$ cat src/rtl/multicycle_pkg.sv
// Shared types for the multicycle controller: FSM states, instruction classes,
// the RV32 major opcodes it understands and the decode helper that classifies them.
package multicycle_pkg;

  typedef enum logic [2:0] {
    ST_IDLE      = 3'd0,
    ST_FETCH     = 3'd1,
    ST_DECODE    = 3'd2,
    ST_EXECUTE   = 3'd3,
    ST_MEMORY    = 3'd4,
    ST_WRITEBACK = 3'd5,
    ST_HALT      = 3'd6,
    ST_FAULT     = 3'd7
  } state_e;

  typedef enum logic [2:0] {
    OC_NONE    = 3'd0,
    OC_ALU     = 3'd1,
    OC_LOAD    = 3'd2,
    OC_STORE   = 3'd3,
    OC_BRANCH  = 3'd4,
    OC_JUMP    = 3'd5,
    OC_SYSTEM  = 3'd6,
    OC_ILLEGAL = 3'd7
  } op_class_e;

  localparam logic [6:0] OPC_OP     = 7'b0110011;
  localparam logic [6:0] OPC_OP_IMM = 7'b0010011;
  localparam logic [6:0] OPC_LUI    = 7'b0110111;
  localparam logic [6:0] OPC_AUIPC  = 7'b0010111;
  localparam logic [6:0] OPC_LOAD   = 7'b0000011;
  localparam logic [6:0] OPC_STORE  = 7'b0100011;
  localparam logic [6:0] OPC_BRANCH = 7'b1100011;
  localparam logic [6:0] OPC_JAL    = 7'b1101111;
  localparam logic [6:0] OPC_JALR   = 7'b1100111;
  localparam logic [6:0] OPC_SYSTEM = 7'b1110011;

  function automatic op_class_e classify(input logic [6:0] op);
    case (op)
      OPC_OP, OPC_OP_IMM, OPC_LUI, OPC_AUIPC: classify = OC_ALU;
      OPC_LOAD:                               classify = OC_LOAD;
      OPC_STORE:                              classify = OC_STORE;
      OPC_BRANCH:                             classify = OC_BRANCH;
      OPC_JAL, OPC_JALR:                      classify = OC_JUMP;
      OPC_SYSTEM:                             classify = OC_SYSTEM;
      default:                                classify = OC_ILLEGAL;
    endcase
  endfunction

  function automatic logic [2:0] state_bits(input state_e s);
    return s;
  endfunction

endpackage

$ cat src/rtl/multicycle_controller_wait_timer.sv
// Wait-cycle counter for the FETCH/MEMORY handshakes; expired marks the last
// permitted wait cycle so the FSM can fault if ready does not arrive in it.
module wait_timer #(
  parameter int MEM_TIMEOUT = 15
) (
  input  logic clk,
  input  logic reset,
  input  logic clear,
  input  logic tick,
  output logic expired
);

  localparam int TW = $clog2(MEM_TIMEOUT + 1);

  logic [TW-1:0] r_count;

  // Count wait cycles; clear has priority so each new wait starts from zero.
  always_ff @(posedge clk) begin
    if (!reset) begin
      r_count <= '0;
    end else if (clear) begin
      r_count <= '0;
    end else if (tick) begin
      r_count <= r_count + TW'(1);
    end else begin
      r_count <= r_count;
    end
  end

  assign expired = (r_count == TW'(MEM_TIMEOUT - 1));

endmodule

$ cat src/rtl/multicycle_controller.sv
// Multicycle sequencing FSM: steps the shared datapath through fetch, decode,
// execute, memory and writeback, gating every state-changing write and counting retires.
module multicycle_controller
  import multicycle_pkg::*;
#(
  parameter int MEM_TIMEOUT = 15,
  parameter int COUNT_WIDTH = 32
) (
  input  logic                   clk,
  input  logic                   reset,
  input  logic                   start,
  input  logic [6:0]             opcode,
  output logic                   imem_req,
  input  logic                   imem_ready,
  input  logic                   dmem_ready,
  input  logic                   branch_taken,
  output logic                   ir_write,
  output logic                   pc_write,
  output logic                   next_pc_src,
  output logic                   ru_write_en,
  output logic                   dm_req,
  output logic                   dm_write_en,
  output logic                   retire,
  output logic [COUNT_WIDTH-1:0] instr_count,
  output logic [2:0]             state,
  output logic                   halted,
  output logic                   fault
);

  state_e                 r_state;
  state_e                 w_next_state;
  op_class_e              r_op_class;
  op_class_e              w_decoded;
  logic [COUNT_WIDTH-1:0] r_instr_count;
  logic                   w_in_wait;
  logic                   w_ready;
  logic                   w_expired;

  assign w_decoded = classify(opcode);
  assign w_in_wait = (r_state == ST_FETCH) || (r_state == ST_MEMORY);
  assign w_ready   = ((r_state == ST_FETCH) && imem_ready) ||
                     ((r_state == ST_MEMORY) && dmem_ready);

  wait_timer #(
    .MEM_TIMEOUT(MEM_TIMEOUT)
  ) u_wait_timer (
    .clk    (clk),
    .reset  (reset),
    .clear  (!w_in_wait || w_ready),
    .tick   (w_in_wait && !w_ready),
    .expired(w_expired)
  );

  // State register.
  always_ff @(posedge clk) begin
    if (!reset) begin
      r_state <= ST_IDLE;
    end else begin
      r_state <= w_next_state;
    end
  end

  // Instruction class is latched in DECODE and steers the later phases.
  always_ff @(posedge clk) begin
    if (!reset) begin
      r_op_class <= OC_NONE;
    end else if (r_state == ST_DECODE) begin
      r_op_class <= w_decoded;
    end else begin
      r_op_class <= r_op_class;
    end
  end

  // Retired-instruction counter, wraps naturally.
  always_ff @(posedge clk) begin
    if (!reset) begin
      r_instr_count <= '0;
    end else if (retire) begin
      r_instr_count <= r_instr_count + COUNT_WIDTH'(1);
    end else begin
      r_instr_count <= r_instr_count;
    end
  end

  // Next-state logic; ready wins over the timeout in the same cycle.
  always_comb begin
    w_next_state = r_state;
    case (r_state)
      ST_IDLE: begin
        if (start) w_next_state = ST_FETCH;
        else       w_next_state = ST_IDLE;
      end
      ST_FETCH: begin
        if (imem_ready)     w_next_state = ST_DECODE;
        else if (w_expired) w_next_state = ST_FAULT;
        else                w_next_state = ST_FETCH;
      end
      ST_DECODE: begin
        case (w_decoded)
          OC_SYSTEM:  w_next_state = ST_HALT;
          OC_ILLEGAL: w_next_state = ST_FAULT;
          default:    w_next_state = ST_EXECUTE;
        endcase
      end
      ST_EXECUTE: begin
        case (r_op_class)
          OC_BRANCH:          w_next_state = ST_FETCH;
          OC_LOAD, OC_STORE:  w_next_state = ST_MEMORY;
          OC_ALU, OC_JUMP:    w_next_state = ST_WRITEBACK;
          default:            w_next_state = ST_FAULT;
        endcase
      end
      ST_MEMORY: begin
        if (dmem_ready) begin
          if (r_op_class == OC_STORE) w_next_state = ST_FETCH;
          else                        w_next_state = ST_WRITEBACK;
        end else if (w_expired) begin
          w_next_state = ST_FAULT;
        end else begin
          w_next_state = ST_MEMORY;
        end
      end
      ST_WRITEBACK: w_next_state = ST_FETCH;
      ST_HALT:      w_next_state = ST_HALT;
      ST_FAULT:     w_next_state = ST_FAULT;
      default:      w_next_state = ST_FAULT;
    endcase
  end

  // Output decode; ir_write and the MEMORY completion strobes are Mealy on ready.
  always_comb begin
    imem_req    = 1'b0;
    ir_write    = 1'b0;
    pc_write    = 1'b0;
    next_pc_src = 1'b0;
    ru_write_en = 1'b0;
    dm_req      = 1'b0;
    dm_write_en = 1'b0;
    retire      = 1'b0;
    halted      = 1'b0;
    fault       = 1'b0;
    case (r_state)
      ST_FETCH: begin
        imem_req = 1'b1;
        if (imem_ready) ir_write = 1'b1;
        else            ir_write = 1'b0;
      end
      ST_EXECUTE: begin
        if (r_op_class == OC_BRANCH) begin
          pc_write    = 1'b1;
          next_pc_src = branch_taken;
          retire      = 1'b1;
        end else begin
          pc_write    = 1'b0;
        end
      end
      ST_MEMORY: begin
        dm_req      = 1'b1;
        dm_write_en = (r_op_class == OC_STORE);
        if (dmem_ready && (r_op_class == OC_STORE)) begin
          pc_write = 1'b1;
          retire   = 1'b1;
        end else begin
          pc_write = 1'b0;
        end
      end
      ST_WRITEBACK: begin
        ru_write_en = 1'b1;
        pc_write    = 1'b1;
        next_pc_src = (r_op_class == OC_JUMP);
        retire      = 1'b1;
      end
      ST_HALT:  halted = 1'b1;
      ST_FAULT: fault  = 1'b1;
      default:  imem_req = 1'b0;
    endcase
  end

  assign instr_count = r_instr_count;
  assign state       = state_bits(r_state);

endmodule
$ cat config.mk
export PLATFORM = sky130hd
export DESIGN_NAME = multicycle_controller
export DESIGN_NICKNAME = d
export VERILOG_FILES = /design/src/rtl/multicycle_pkg.sv /design/src/rtl/multicycle_controller_wait_timer.sv /design/src/rtl/multicycle_controller.sv
export SDC_FILE = /design/constraint.sdc
export NUM_CORES = 1
export LEC_CHECK = 0
export BUFFER_PORTS_ARGS = -buffer_cell sky130_fd_sc_hd__buf_2
export CORE_UTILIZATION = 40
export DETAILED_ROUTE_END_ITERATION = 6
export HOLD_SLACK_MARGIN = 0.03
export PLACE_DENSITY = 0.73
export RECOVER_POWER = 50
export SLEW_MARGIN = 25
export SYNTH_ARGS = -nofsm -noshare
export SYNTH_HDL_FRONTEND = slang
export SYNTH_SLANG_ARGS = --single-unit
$ cat constraint.sdc
create_clock -name clk -period 6.08 [get_ports clk]
set_clock_uncertainty 0.05 [all_clocks]
set_input_delay 0.304 -clock clk [delete_from_list [all_inputs] [get_ports clk]]
set_output_delay 0.304 -clock clk [all_outputs]
set_load 0.01 [all_outputs]
* Word-level counts from Yosys, hierarchy flattened
Cells that the tools add are included.
** Storage, ports and cells
- Output and inout bits :: 45
- Input port bits :: 13
- Memories kept :: 0
- Memory bits (writable) :: 0
- Latch bits :: 0
- Word-level logic and storage cells :: 70
- ROM bits :: 0
- Flip-flop bits (word level) :: 42
** Operators by class
- Bitwise operators :: 1
- Add/subtract/negate cells :: 2
- $lt $le $gt $ge :: 0
- Equality and inequality tests :: 25
- Reduce and logical (&&, ||, !) cells :: 15
- Divide/modulo/power cells :: 0
- Mux-type cells :: 23
- Shifts and indexed selects :: 0
- Multipliers :: 0
** Operator list (number)
- 32-bit by 1-bit adder with 32-bit output, second input constant :: 1
- 7-bit equality test, second input constant :: 4
- 3-bit equality test, second input constant :: 8
- 3-bit one-hot mux with 8 select lines :: 1
- 7-bit by 6-bit equality test with 1-bit output, second input constant :: 3
- 3-bit one-hot mux with 6 select lines :: 1
- 7-bit by 5-bit equality test with 1-bit output, second input constant :: 2
- 3-bit by 2-bit equality test with 1-bit output, second input constant :: 4
- 1-bit 2-to-1 mux :: 12
- 3-bit 2-to-1 mux :: 4
- 3-bit one-hot mux with 3 select lines :: 1
- 2-bit OR reduction :: 4
- 7-bit by 2-bit equality test with 1-bit output, second input constant :: 1
- 3-bit by 1-bit equality test with 1-bit output, second input constant :: 2
- 3-bit one-hot mux with 2 select lines :: 1
- 4-bit by 1-bit adder with 4-bit output, second input constant :: 1
- 4-bit equality test, second input constant :: 1
- 1-bit logical AND :: 4
- 4-bit OR reduction :: 1
- 3-bit zero test :: 1
- 1-bit logical OR :: 3
- 1-bit one-hot mux with 3 select lines :: 1
- 1-bit zero test :: 2
- 2-bit 2-to-1 mux :: 1
- 2 further kinds :: 2

* Depth between registers and ports, before layout
- Depth after elaboration :: 6
- Depth in mapped cells :: 7
- Gate-level depth less buffers :: 7

* By module
A second synthesis with hierarchy kept.
** Unflattened totals
- Cell total of the unflattened synthesis :: 280
- Area total of the unflattened synthesis :: 2240.9 um^2
** By module, submodules not included
- multicycle_controller :: cells each 260, seq. area each 760.7 um^2, area each 2040.7 um^2, times used 1
- wait_timer :: cells each 20, seq. area each 80.1 um^2, area each 200.2 um^2, times used 1

* Least setup slack after synthesis
Ideal clock, no wire load.
- Path type :: register to register
- Start :: register r_state[1] (netlist: state[1])
- End :: register r_instr_count[22] (netlist: instr_count[22])
- Data arrival time :: 1.999 ns
- Cell stages (with the launch flop) :: 7
- Data required time :: 5.960 ns
- Setup slack :: 3.961 ns
- Period minus slack after synthesis :: 2.119 ns
- Path buffers :: 1
- Library setup time :: 0.070 ns
- Cell sequence :: dfxtp_1 > and3b_1 > nand3_2 > a2111o_1 > clkbuf_2 > or4_1 > a21oi_1
** On the way
- Cells in the longest elaborated chain, start to end :: 2
- Elaborated cells between the ends (all ways) :: 4
- Those cells by class :: eq/ne: 3; mux: 1
** RTL lines
- start, declared :: line multicycle_controller.sv:30 : state_e r_state;
- start signal, assigned :: line multicycle_controller.sv:59 : r_state <= w_next_state;
- 3-bit equality test or 3-bit by 2-bit equality test with 1-bit output (tied branches) :: line multicycle_controller.sv:142 : case (r_state)
- 1-bit one-hot mux with 3 select lines (*) :: line multicycle_controller.sv:142
- end signal, assigned :: line multicycle_controller.sv:79 : r_instr_count <= r_instr_count + COUNT_WIDTH'(1);
- end signal, assigned :: line multicycle_controller.sv:81 : r_instr_count <= r_instr_count;
- end, declared :: line multicycle_controller.sv:34 : logic [COUNT_WIDTH-1:0] r_instr_count;
Mark *: on every way between the ends. The rest lies on a longest branch, timed or not.
A chain may end at the register's enable or synchronous reset.

* Worst setup path in the final report
- Start :: register r_state[0] (netlist: state[0])
- End :: register r_instr_count[22] (netlist: instr_count[22])
Same word-level chain as after synthesis.

==> flow_summary.toml <==
[synth]
synth_top_area_share_pct = 36.36
postSynthAreaPerCell_um2 = 8.001
syn_area_mm2 = 0.002312
netlist_instances = 289
synth_nets = 305
synth_ff_type = "dfxtp_1"
synth_top_area_cell = "dfxtp_1"
synthTopCellsByArea = "dfxtp_1 36%, a21oi_1 6.3%, nor2_1 3.7%"
ys_ff_latch = 42
ys_async_sr_fraction_pct = 0
ys_types = 54
ys_seq_area_share_pct = 36.36
synth_edf_count = 0
yosysWarnings = 0

[critical_path]
crit_fanout = 21
regToRegStartpoint = "state[0]"
worst_setup_path_start_kind = "flip-flop"
critPathBufInv = 0
cp-end-kind = "flip-flop"
path_cells = "and3b_1 > nand3_2 > a2111o_1 > or4_1 > a21oi_1"
required_ns = 6.24
r2r_cells = 5
cp_slowest_stage_delay_ns = 0.74
cp.arrival_ns = 2.92
worstSetupPathType = "reg -> reg"
crit_path_top_delay_cell = "dfxtp_1"
crit_family = "simple AND/OR/NAND/NOR gates"
r2r_setup_slack_ns = 3.32
r2r-end = "instr_count[22]"

[worst_hold_path]
hold_path_class = "in -> reg"
worstHoldStart = "start"
hold_end = "state[0]"
hold-path-cell-count = 3

[grt]
grt_overflow_total = 0
antenna_found_initial = 0
grt.total_usage_pct = 18.67
grt_max_degree = 28
grt_pass1_vias = 1997
grt_pass1_wl_um = 9094

[clocking]
cts_buffers = 5
cts_root_buf = "clkbuf_8"
cts_buffer_depth = 2
cts_hold_buf = 0
clock-sinks = 42
cts_tree = "built"
path_clk_slew_ns = 0.07
htree_levels = 2
post_cts_buffers = 0
cts_resized = 0
clk_latency_ns = 0.30

[floorplanning]
die_area_mm2 = 0.006089
initial_core_util_pct = 41.73
num_rows = 27
die_h_um = 78.03
coreArea_mm2 = 0.005540
die_x_um = 78.03
ios = 58

[placed_design]
dpl.hpwl_um = 3804
gp_congestion = 0.8115
dp_slack_ns = 3.362
port_buffers = 57

[finish]
final_util_pct = 48.22
layout.nets = 355
syn_to_final_growth_pct = 15.53
nFillCells = 575
layout_commonest_cell = "dfxtp_1"
layout_common_cells = "42 x dfxtp_1, 37 x clkbuf_1, 29 x a21oi_1"
regArea_um2 = 840.8
layout-drive-gt1-share_pct = 9.706
antennaDiodeCount = 0
multi_input_area_mm2 = 0.001365

[sta]
relSlewSlack_pct = 44.57
drv_slew = 0
tns_ns = 0
hold_viol = 0
fin_ws_ns = 3.318
clock.fmax_ghz = 0.3620
final-setup-viol-count = 0
worst_pin_slew_ns = 0.8284
min_period_ns = 2.762
post-route-period-util_pct = 45.43
rsz0062_at_grt = "false"

[power_and_ir_drop]
peakVddDrop_v = 0.0001212
powerDensity_mw_per_mm2 = 185.7
leakage_nw = 0.8760

[drt]
drc = 0
wire_per_inst_um = 13.11
wl_um = 5402
vias = 2281
drt-vias-per-instance = 5.536
antenna_left = 0
drt-pass1-iter-count = 5
drt_iter0_drc = 154

[flow_run]
maxCapViolCount = 0

[status]
status = "finished clean"
## per-layer routing
metal	GRT usage [%]	up-vias	part of all wire, %
li1	-	1169	-
met1	24.51	1047	47
met2	30.44	58	46
met3	3.488	7	5.6
met4	7.037	0	1.2
met5	0	-	0
## cell type report
type	instances	share of cell area, %
Multi-Input combinational cell	222	51.10
Timing Repair Buffer	57	8.946
Clock inverter	2	0.4684
Sequential cell	42	31.48
Clock buffer	6	3.091
Tap cell	72	3.372
Inverter	11	1.546
## worst max path at each step
stage	from	to	slack, ns	cells past startpoint
2_1_floorplan	state[1]	instr_count[22]	3.96	6
3_3_place_gp	state[0]	instr_count[24]	3.41	5
3_5_place_dp	state[0]	instr_count[22]	3.36	5
4_1_cts	state[0]	instr_count[22]	3.34	5
5_1_grt	state[0]	instr_count[22]	3.07	5
6_report	state[0]	instr_count[22]	3.32	5
## registers in the layout (all words and copies together), names as in the netlist
register	flops
instr_count	32
u_wait_timer.r_count	4
r_op_class	3
state	3
## worst reg2reg max path: cells and delay by family (launching register included)
| kind | cells | cell delay [ns] |
|---|---|---|
| and+or+nand+nor | 3 | 1.07 |
| DFF | 1 | 0.74 |
| AOI/OAI and AO/OA | 2 | 0.82 |
## per-stage QoR
| step | instances | hold WS (ns) | area [um^2] | power [mW] |
|---|---|---|---|---|
| 3_3_place_gp | 404 | 0.3976 | 2621 | 0.3134 |
| 4_1_cts | 412 | 0.2368 | 2716 | 0.5037 |
| 5_1_grt | 412 | 0.2598 | 2671 | 0.5196 |
| 2_1_floorplan | 289 | 0.3797 | 2312 | 0.3034 |
| 3_5_place_dp | 404 | 0.4083 | 2621 | 0.3138 |
| 6_report | 412 | 0.2404 | 2671 | 0.4959 |
## Yosys cell counts (5+ instances only)
master,n
dfxtp_1,42
a21oi_1,29
nor2_1,23
nand2_1,21
o21ai_0,15
nand3_1,13
or3_1,11
clkbuf_1,10
inv_1,10
nand4_1,8
nor3_1,8
xnor2_1,8
and3_1,7
or4_1,7
o31ai_1,6
nand2b_1,5
nor2b_1,5
nor4_1,5
o21a_1,5
## cells by family after synthesis
kind of cell	Yosys count	synth area share [%]
and+or+nand+nor	130	31.12
DFF	42	36.36
muxes	3	1.299
adders and majority gates	3	1.624
AOI/OAI and AO/OA	77	21.54
buffers and inverters	25	4.654
xor gates and xnor gates	9	3.409
## report_power, final
part / total, mW / switching (mW) / internal [mW]
logic: 0.0255 / 0.0152 / 0.0103
clock network: 0.189 / 0.0975 / 0.0913
registers: 0.282 / 0.00525 / 0.276
total: 0.496 / 0.118 / 0.378
(Power assumes the default switching activity.)
